--- src/rtl/hazard_pipe_ctrl.sv ---
// Pipeline hazard control: PC / IF-DE / DE-EX enables, ALU operand forwarding, store-data register, event counters.
// Latency: control outputs and ALU operands are combinational; store data appears one edge after its select.
// Backpressure: a load-use request freezes PC and IF/DE for one cycle; a taken branch squashes IF/DE and DE/EX.
module hazard_pipe_ctrl #(
    parameter int XLEN  = 32,
    parameter int CNT_W = 16
) (
    input  logic             CLK,
    input  logic             RST,
    input  logic             lw_stall,
    input  logic             br_taken,
    input  logic [1:0]       forwardA,
    input  logic [1:0]       forwardB,
    input  logic [1:0]       forwardtoStore,
    input  logic [XLEN-1:0]  de_ex_rs1_data,
    input  logic [XLEN-1:0]  de_ex_rs2_data,
    input  logic [XLEN-1:0]  ex_mem_alu_result,
    input  logic [XLEN-1:0]  mem_wb_alu_result,
    input  logic [XLEN-1:0]  mem_wb_load_data,
    input  logic [XLEN-1:0]  mem_wb_wd,
    output logic             pc_we,
    output logic             if_de_we,
    output logic             if_de_flush,
    output logic             de_ex_bubble,
    output logic [XLEN-1:0]  fwd_opA,
    output logic [XLEN-1:0]  fwd_opB,
    output logic [XLEN-1:0]  ex_mem_store_data,
    output logic [CNT_W-1:0] stall_cnt,
    output logic [CNT_W-1:0] flush_cnt
);

    typedef enum logic [1:0] {
        RUN   = 2'd0,
        STALL = 2'd1,
        FLUSH = 2'd2
    } state_t;

    state_t            state_q, state_d;
    logic [XLEN-1:0]   store_q, store_d;
    logic [CNT_W-1:0]  stall_cnt_q, stall_cnt_d;
    logic [CNT_W-1:0]  flush_cnt_q, flush_cnt_d;

    // A branch is honoured unless EX already holds a flush bubble; a stall only from RUN and only if no branch.
    logic br_evt;
    logic stall_evt;
    assign br_evt    = !RST && br_taken && (state_q != FLUSH);
    assign stall_evt = !RST && lw_stall && !br_taken && (state_q == RUN);

    // State, store-data and counter registers with synchronous reset
    always_ff @(posedge CLK) begin
        if (RST) begin
            state_q     <= RUN;
            store_q     <= '0;
            stall_cnt_q <= '0;
            flush_cnt_q <= '0;
        end else begin
            state_q     <= state_d;
            store_q     <= store_d;
            stall_cnt_q <= stall_cnt_d;
            flush_cnt_q <= flush_cnt_d;
        end
    end

    // Next-state: STALL and FLUSH each last exactly one cycle
    always_comb begin
        state_d = state_q;
        case (state_q)
            RUN: begin
                if (br_taken)      state_d = FLUSH;
                else if (lw_stall) state_d = STALL;
                else               state_d = RUN;
            end
            STALL: begin
                if (br_taken) state_d = FLUSH;
                else          state_d = RUN;
            end
            FLUSH:   state_d = RUN;
            default: state_d = RUN;
        endcase
    end

    // Control outputs: RUN values by default, overridden by the event accepted this cycle
    always_comb begin
        pc_we        = 1'b1;
        if_de_we     = 1'b1;
        if_de_flush  = 1'b0;
        de_ex_bubble = 1'b0;
        if (br_evt) begin
            if_de_flush  = 1'b1;
            de_ex_bubble = 1'b1;
        end else if (stall_evt) begin
            pc_we        = 1'b0;
            if_de_we     = 1'b0;
            de_ex_bubble = 1'b1;
        end
    end

    // Saturating event counters
    always_comb begin
        stall_cnt_d = stall_cnt_q;
        flush_cnt_d = flush_cnt_q;
        if (stall_evt && (stall_cnt_q != {CNT_W{1'b1}})) stall_cnt_d = stall_cnt_q + CNT_W'(1);
        if (br_evt && (flush_cnt_q != {CNT_W{1'b1}}))    flush_cnt_d = flush_cnt_q + CNT_W'(1);
    end

    // ALU operand forwarding muxes
    always_comb begin
        case (forwardA)
            2'b01:   fwd_opA = ex_mem_alu_result;
            2'b10:   fwd_opA = mem_wb_alu_result;
            2'b11:   fwd_opA = mem_wb_load_data;
            default: fwd_opA = de_ex_rs1_data;
        endcase
        case (forwardB)
            2'b01:   fwd_opB = ex_mem_alu_result;
            2'b10:   fwd_opB = mem_wb_alu_result;
            2'b11:   fwd_opB = mem_wb_load_data;
            default: fwd_opB = de_ex_rs2_data;
        endcase
    end

    // Store-data select; the unused encoding falls back to the register value
    always_comb begin
        case (forwardtoStore)
            2'b01:   store_d = ex_mem_alu_result;
            2'b10:   store_d = mem_wb_wd;
            default: store_d = de_ex_rs2_data;
        endcase
    end

    assign ex_mem_store_data = store_q;
    assign stall_cnt         = stall_cnt_q;
    assign flush_cnt         = flush_cnt_q;

endmodule

--- config.mk ---
export PLATFORM = sky130hd
export DESIGN_NAME = hazard_pipe_ctrl
export DESIGN_NICKNAME = d
export VERILOG_FILES = /design/src/rtl/hazard_pipe_ctrl.sv
export SDC_FILE = /design/constraint.sdc
export NUM_CORES = 1
export LEC_CHECK = 0
export ABC_AREA = 1
export BUFFER_PORTS_ARGS = -buffer_cell sky130_fd_sc_hd__buf_4
export CORE_AREA = 2 2 131 133
export CTS_CLUSTER_DIAMETER = 80
export CTS_CLUSTER_SIZE = 30
export DETAILED_ROUTE_END_ITERATION = 10
export DIE_AREA = 0 0 133 135
export PLACE_DENSITY = 0.71
export SLEW_MARGIN = 20
export SYNTH_ARGS = -nofsm -noshare
export SYNTH_HDL_FRONTEND = slang
export SYNTH_SLANG_ARGS = --single-unit
--- constraint.sdc ---
create_clock -name CLK -period 1.6 [get_ports CLK]
set_input_delay 0.32 -clock CLK [delete_from_list [all_inputs] [get_ports CLK]]
set_output_delay 0.32 -clock CLK [all_outputs]
set_load 0.01 [all_outputs]
* Word-level counts from Yosys, hierarchy flattened
Index checks and enable logic that the tools add are counted.
** Word-level totals
- Bits in registers :: 66
- Latch bits :: 0
- Bits in writable memories :: 0
- ROM bits :: 0
- Input port bits :: 202
- Output and inout bits :: 132
- Word-level logic and storage cells :: 40
- Memories :: 0
** Operators by class
- Add/subtract/negate cells :: 2
- $mul :: 0
- Divide/modulo/power cells :: 0
- Order comparisons :: 0
- Equal/unequal tests :: 12
- Shifts and indexed selects :: 0
- Mux-type cells :: 12
- Bitwise logic cells :: 0
- Reduce and logical (&&, ||, !) cells :: 10
** Operator list (number)
- 32-bit one-hot mux with 3 select lines :: 2
- 32-bit one-hot mux with 2 select lines :: 1
- 16-bit by 1-bit adder with 16-bit output (second input constant) :: 2
- 16-bit inequality test (second input constant) :: 2
- 2-bit equality test (second input constant) :: 5
- 2-bit by 1-bit equality test with 1-bit output (second input constant) :: 4
- 1-bit logical AND :: 7
- 1-bit two-way mux :: 6
- 2-bit two-way mux :: 2
- 2-bit one-hot mux with 2 select lines :: 1
- 1-bit logical NOT :: 2
- 2-bit logical NOT :: 1
- 2-bit inequality test (second input constant) :: 1

* Longest topological paths before layout
Gate-level depths: netlist of run 1.
- Depth in word-level cells :: 6
- Depth in mapped cells :: 9

* Least setup slack after synthesis of run 1
Ideal clock, no wire load.
- Kind :: reg2reg
- From :: register stall_cnt_q[0] (netlist: stall_cnt[0])
- To :: register stall_cnt_q[5] (netlist: stall_cnt[5])
- Arrival time :: 1.263 ns
- Setup slack :: 0.224 ns
- Stages on the path, launching flop included :: 9
- Buffers on the path :: 0
- Cells stage by stage :: dfxtp_1 > ha_1 > nand3_1 > nor2_2 > nand3_2 > nand2_1 > nand2_1 > nand2_1 > nor2_1
** On the way
- Word-level cells in the longest chain between the ends :: 2
- Elaborated cells between the ends (all ways) :: 3
- Classes of those cells :: add/sub (1); eq/ne (1); reduce/logical (1)
** RTL lines
- start: declaration :: line 40 : logic [CNT_W-1:0] stall_cnt_q, stall_cnt_d;
- start signal: assignment :: line 59 : stall_cnt_q <= stall_cnt_d;
- branches (longest 2 deep; another with 16-bit by 1-bit adder with 16-bit output)
Parallel ways; which one is timed is not known.
A chain may end at the register's enable or synchronous reset.

* Worst setup path after layout of run 1
- From :: register state_q[1]
- To :: output port de_ex_bubble
** On the way
- Word-level cells in the longest chain between the ends :: 4
- Elaborated cells between the ends (all ways) :: 6
- Classes of those cells :: eq/ne (1); mux (2); reduce/logical (3)
** RTL lines
- start: declaration :: line 38 : state_t state_q, state_d;
- start signal: assignment :: line 57 : state_q <= state_d;
- 2-bit logical NOT :: line 47 : assign stall_evt = !RST && lw_stall && !br_taken && (state_q == RUN);
- 1-bit logical AND :: line 47
- 1-bit two-way mux :: line 91 : end else if (stall_evt) begin
- 1-bit two-way mux * :: line 88 : if (br_evt) begin
- end: declaration :: line 24 : output logic de_ex_bubble,
Mark *: on every way between the ends. The rest lies on a longest branch, timed or not.

==> metrics.md, run 1 <==
| Metric | Value |
|---|---|
| Post-route ant nets | `0` |
| Final Instance Area | `0.00817 mm^2` |
| Required time of the critical path | `1280 ps` |
| Fin cells | `1432` |
| Mapped Avg Cell Area | `5.59 um^2` |
| Vias in the first global route | `6695` |
| Inserted Clock Buffers | `9` |
| FMAX | `654 MHz` |
| Vias | `7278` |
| Final net count | `1414` |
| Fin. Hold Viols | `0` |
| Largest net degree at the start of global routing | `33` |
| Starting Density | `29.9%` |
| Setup TNS | `0 ps` |
| # diodes | `0` |
| Pwr dens | `675 mW/mm^2` |
| CTS tree | `yes` |
| Initial DRC Count | `523` |
| Maximum buffer depth of the clock tree | `2` |
| Total Power | `5.51 mW` |
| I/O Pins | `334` |
| Outcome | `finished clean` |
| Final core utilization | `49.8%` |
| Worst slew margin | `77.9%` |
| Dpl hpwl | `19000 um` |
| Net count after synthesis | `1085` |
| Initial antenna violation count | `0` |
| Setup crit end kind | `output pin` |
| Clock Tree Root | `clkbuf_16` |
| Synthesized area | `0.00491 mm^2` |
| Placed insts | `1416` |
| Fin crit share | `95.6%` |
| DR vias/cell | `5.08` |
| Final Setup Violations | `0` |
| Port Buf Inserts | `333` |
| Placeable core area | `0.0164 mm^2` |
| Chip Height | `135 um` |
| Yosys Warn Count | `0` |
| Setup repair after global routing missed its margin | `true` |
| First-pass GRT wire length | `37000 um` |
| Startpoint type of the worst setup path | `flop` |
| Cell row count | `47` |
| Routability congestion estimate | `0.989` |
| Worst-path clk slew | `50 ps` |
| Die area | `0.0180 mm^2` |
| Max-slew violations | `0` |
| Cells after Synth | `879` |
| Worst Skew | `1.75 ps` |
| Dpl ws | `76.9 ps` |
| Min-Delay Path Class | `input pin to flop` |
| H-tree depth | `3` |
| Fraction of layout cells with a size suffix above 1 | `34.3%` |
| DIE WIDTH | `133 um` |
| CP Data Arrival Time | `1210 ps` |
| DRC Markers | `0` |
| Fin worst setup slack | `70.3 ps` |
| Max_cap viols | `0` |
| Total track usage | `26.3%` |
| Grt ovf | `0` |
| Aggregate routed wire length | `24400 um` |
| CP Max Fanout | `5` |
| Worst Tran Pin Value | `330 ps` |
| Fin Hold WS | `251 ps` |
| Area delta synth->final | `66.3%` |
| Clk sinks | `66` |
| Setup CP Type | `flop to output pin` |
| Clock latency on the worst-skew pair | `330 ps` |
| Yosys reg bits | `66` |
| Distinct cell type count after synthesis | `27` |
| DRT Pass-1 Iters | `5` |
| DP Area | `0.00785 mm^2` |
| Post-synthesis sequential area ratio | `26.9%` |
| Peak VDD IR | `427 uV` |
| Min Tclk post-route | `1530 ps` |
| Leakage power figure | `3.91 nW` |
| Routed WL per cell | `17.1 um` |
## worst max-delay path, stage by stage (launching register included)
cell and delay [ps]:
dfxtp_2 330, inv_1 70, nor2_2 40, nor2_4 170, inv_2 90, nand2_1 60, buf_4 120
## area by class of cell
type,instances,area (um^2)
Timing Repair Buffer,364,2850
Clock inverter,3,40.0
Multi-Input combinational cell,720,3260
Inverter,47,176
Fill cell,1693,8240
Clock buffer,12,246
Sequential cell,66,1320
Tap cell,220,275
## where the power goes
| part | internal (mW) | switching (mW) | leakage [nW] |
|---|---|---|---|
| clock | 1.24 | 0.743 | 0.142 |
| sequential | 1.73 | 0.0321 | 0.541 |
| combinational | 0.882 | 0.893 | 3.23 |
| total | 3.85 | 1.67 | 3.91 |
## cell families after synthesis
group                    synth area share (%)
XOR/XNOR                                0.713
AND/OR/NAND/NOR                          51.6
adder cells (fa/ha/maj)                  1.02
buffers and inverters                    7.46
flip-flops                               26.9
AO/OA/AOI/OAI                            12.3
## synthesized netlist by cell type
| cell type | count | area (um^2) |
|---|---|---|
| a21oi_1 | 79 | 395 |
| a21oi_2 | 3 | 26.3 |
| a31oi_1 | 1 | 6.26 |
| and2_1 | 1 | 6.26 |
| buf_1 | 1 | 3.75 |
| buf_2 | 5 | 25.0 |
| buf_4 | 1 | 7.51 |
| buf_6 | 1 | 11.3 |
| clkbuf_1 | 38 | 143 |
| dfxtp_1 | 66 | 1320 |
| ha_1 | 4 | 50.1 |
| inv_1 | 41 | 154 |
| inv_2 | 6 | 22.5 |
| nand2_1 | 382 | 1430 |
| nand2_2 | 4 | 25.0 |
| nand2_4 | 2 | 22.5 |
| nand3_1 | 34 | 170 |
| nand3_2 | 2 | 20.0 |
| nand4_1 | 71 | 444 |
| nand4_2 | 1 | 12.5 |
| nor2_1 | 84 | 315 |
| nor2_2 | 8 | 50.1 |
| nor2_4 | 2 | 22.5 |
| nor3_1 | 3 | 15.0 |
| o21ai_0 | 35 | 175 |
| xnor2_1 | 2 | 17.5 |
| xor2_1 | 2 | 17.5 |
## final timing paths
path / from / slack, ps / cells past startpoint / endpoint
hold reg to reg: state_q[1] / 430 / 1 / state_q[1]
setup reg to reg: stall_cnt[1] / 110 / 8 / stall_cnt[6]
setup / recovery: state_q[1] / 70 / 6 / de_ex_bubble
hold / removal: br_taken / 250 / 3 / state_q[1]
## flip-flops by register name (all words and copies together), names as in the netlist
| signal | cells |
|---|---|
| flush_cnt | 16 |
| ex_mem_store_data | 32 |
| stall_cnt | 16 |
| state_q | 2 |
## metal layers
layer	part of all wire [%]	track usage [%]	wire, um
met1	40	33.6	9850
met5	0	0	0
met3	8.8	5.52	2160
met4	3.0	9.08	744
met2	48	44.2	11700
## timing repair
action | 4_1_cts | 5_1_grt
hold buffers | 0 | 0
resized for setup | 2 | 5
pin swaps | 1 | 0
setup buffers | 1 | 0
setup endpoints to repair | 3 | 9
## placed cells by master, fill, tap and decap left out, drive strengths merged
cell type	instances
inv	47
nor3	3
xnor2	2
buf	364
nand3	36
xor2	2
bufinv	1
nand4	72
and2	1
clkinv	2
a31oi	1
nor2	94
a21oi	82
clkbuf	12
dfxtp	66
o21ai	35
ha	4
nand2	388
No activity file was read; power rests on OpenSTA's default activity.
==> run 2: changes to the inputs <==
--- a/config.mk
+++ b/config.mk
@@ -12,7 +12,9 @@
 export CTS_CLUSTER_SIZE = 30
 export DETAILED_ROUTE_END_ITERATION = 10
 export DIE_AREA = 0 0 133 135
+export GPL_TIMING_DRIVEN = 0
 export PLACE_DENSITY = 0.71
+export REMOVE_ABC_BUFFERS = 1
 export SLEW_MARGIN = 20
 export SYNTH_ARGS = -nofsm -noshare
 export SYNTH_HDL_FRONTEND = slang
==> run 2 against run 1 <==
Net effect:
- utilization is 1.4 points higher
- critical path depth unchanged
- wire length rose by 3.0%
- clock power grew 7%
- power up 4.6%
- cell area is 2.9% higher
- highest routed layer unchanged
- die area unchanged
- flip-flop and latch count unchanged
- via count up 1.2%
- count of clock-buffer cells in the layout down 1
- cell count decreased by 0.21%
- first-iteration DRC count decreased by 9.4%
==> metrics.md, run 2 (synthesized netlist as in run 1, its figures left out) <==
| Metric | Value |
|---|---|
| GR Layer Usage met2 | `44.7%` |
| Min Tclk post-route | `1560 ps` |
| CP max-delay cell | `inv_6` |
| CP Data Arrival Time | `1240 ps` |
| Initial antenna violation count | `0` |
| P_int | `3.96 mW` |
| Fin crit share | `97.7%` |
| # diodes | `0` |
| Largest net degree at the start of global routing | `58` |
| FMAX | `640 MHz` |
| Worst Skew | `10.0 ps` |
| Fin. Hold Viols | `0` |
| Clock latency on the worst-skew pair | `340 ps` |
| Setup crit end kind | `output pin` |
| Cell row count | `47` |
| DR vias/cell | `5.15` |
| Vias in the first global route | `6989` |
| Most frequent cells in the layout | `nand2_1 (381), buf_4 (343), a21oi_1 (79), nor2_1 (77), nand4_1 (71)` |
| Leakage power figure | `3.94 nW` |
| Routability congestion estimate | `0.900` |
| Grt ovf | `0` |
| First-pass GRT wire length | `37900 um` |
| Fraction of layout cells with a size suffix above 1 | `34.9%` |
| Outcome | `finished clean` |
| Most common cell after layout, fill and taps aside | `nand2_1` |
| Die area | `0.0180 mm^2` |
| I/O Pins | `334` |
| Maximum buffer depth of the clock tree | `2` |
| Combinational power share | `32.6%` |
| Post-CTS Hold Fix Bufs | `0` |
| Max-slew violations | `0` |
| Setup repair after global routing missed its margin | `false` |
| Worst-path clk slew | `70 ps` |
| Startpoint type of the worst setup path | `input pin` |
| Fin worst setup slack | `36.6 ps` |
| Setup TNS | `0 ps` |
| Pwr dens | `686 mW/mm^2` |
| Total track usage | `26.9%` |
| Worst R2R Path Depth | `7` |
| Setup crit start | `forwardA[1]` |
| Final core utilization | `51.2%` |
| R2R Path Start | `stall_cnt[1]` |
| DIE WIDTH | `133 um` |
| Vias | `7366` |
| Fill cells | `1640` |
| Max reg flops | `32` |
| Reg power frac | `30.6%` |
| Chip Height | `135 um` |
| Total Power | `5.77 mW` |
| Net Sw Frac | `31.3%` |
| Port Buf Inserts | `333` |
| CP peak stage delay | `280 ps` |
| Clk sinks | `66` |
| Worst Tran Pin Value | `393 ps` |
| Most used routing layer | `met2` |
| Clk pwr share | `36.8%` |
| Max_cap viols | `0` |
| Routed WL per cell | `17.6 um` |
| Worst path cell trace | `buf_4 -> nand2_1 -> inv_6 -> nand2_1 -> nand4_1 -> buf_4` |
| Placeable core area | `0.0164 mm^2` |
| Starting Density | `29.9%` |
| DRC Markers | `0` |
| Clock Tree Root | `clkbuf_16` |
| Worst setup path end | `fwd_opA[20]` |
| Inserted Clock Buffers | `9` |
| Worst r2r dst | `stall_cnt[3]` |
| Worst hold start | `mem_wb_wd[31]` |
| CTS tree | `yes` |
| Sw Pwr | `1.80 mW` |
| DRT Pass-1 Iters | `6` |
| CP Max Fanout | `32` |
| Dpl hpwl | `18300 um` |
| Setup CP Type | `input pin to output pin` |
| Final net count | `1410` |
| Post-route ant nets | `0` |
| R2R Setup Slk | `140 ps` |
| Worst slew margin | `73.8%` |
| Min-Delay Path Class | `input pin to flop` |
| Aggregate routed wire length | `25200 um` |
| Final Setup Violations | `0` |
| Initial DRC Count | `474` |
| Met3 Resource Use GR | `6.61%` |
| Area delta synth->final | `71.1%` |
| H-tree depth | `3` |
| Peak VDD IR | `458 uV` |
| Dpl ws | `-1030 ps` |
| GR Util met1 | `32.6%` |
| Required time of the critical path | `1280 ps` |
run 2: cell types whose count changed in the layout (fill, tap and decap cells not counted), moves of 3 or more:
cell,change
buf_12,-3
buf_16,+8
buf_4,-12
clkinvlp_4,+4
inv_1,-3
nor2_2,-9
nor2_4,+7
run 2: stage by stage:
| step | instance area (um^2) | cells | hold WS, ps |
|---|---|---|---|
| CTS | 8330 | 1425 | 239 |
| finish | 8410 | 1429 | 249 |
| floorplan | 4720 | 833 | 382 |
| detailed placement | 7770 | 1394 | 470 |
| global route | 8410 | 1429 | 248 |
| global placement | 7500 | 1386 | 461 |
run 2: how the worst min path moves through the flow:
stage / end / slack [ps] / depth (start not counted)
finish: ex_mem_store_data[31] / 250 / 3
global route: ex_mem_store_data[27] / 250 / 3
CTS: ex_mem_store_data[31] / 240 / 3
detailed placement: state_q[1] / 470 / 1
global placement: state_q[1] / 460 / 1
floorplan: flush_cnt[11] / 380 / 1
run 2: critical path, delay by kind of cell:
kind          cells  cell delay (ps)
simple gates      3              370
buf+inv           3              550
run 2: layer usage:
metal,wire [um],part of all wire [%]
met1,9520,38
met2,11800,47
met3,2580,10
met4,1300,5.2
met5,0,0
run 2: repair_timing:
item	CTS	global route
endpoints found under the hold margin	0	0
pin swaps	8	3
resized for setup	15	9
endpoints found under the setup margin	125	41
setup buffers	14	4
cloned	1	0
run 2: power by group through the flow:
| stage | clock [mW] | combinational [mW] | sequential [mW] |
|---|---|---|---|
| 2_1_floorplan | 0 | 0.571 | 1.83 |
| 3_3_place_gp | 0 | 1.67 | 1.80 |
| 3_5_place_dp | 0 | 1.74 | 1.80 |
| 5_1_grt | 2.23 | 2.02 | 1.77 |
| 6_report | 2.12 | 1.88 | 1.76 |
| 4_1_cts | 2.14 | 1.84 | 1.76 |
run 2: layout make-up:
cell class	instances	area [um^2]	area share [%]
Clock buffer	11	253	3.01
Inverter	47	216	2.57
Timing Repair Buffer	359	2950	35.1
Timing Repair inverter	1	7.51	0.0893
Tap cell	220	275	3.27
Clock inverter	5	62.6	0.744
Sequential cell	66	1330	15.8
Multi-Input combinational cell	720	3320	39.4
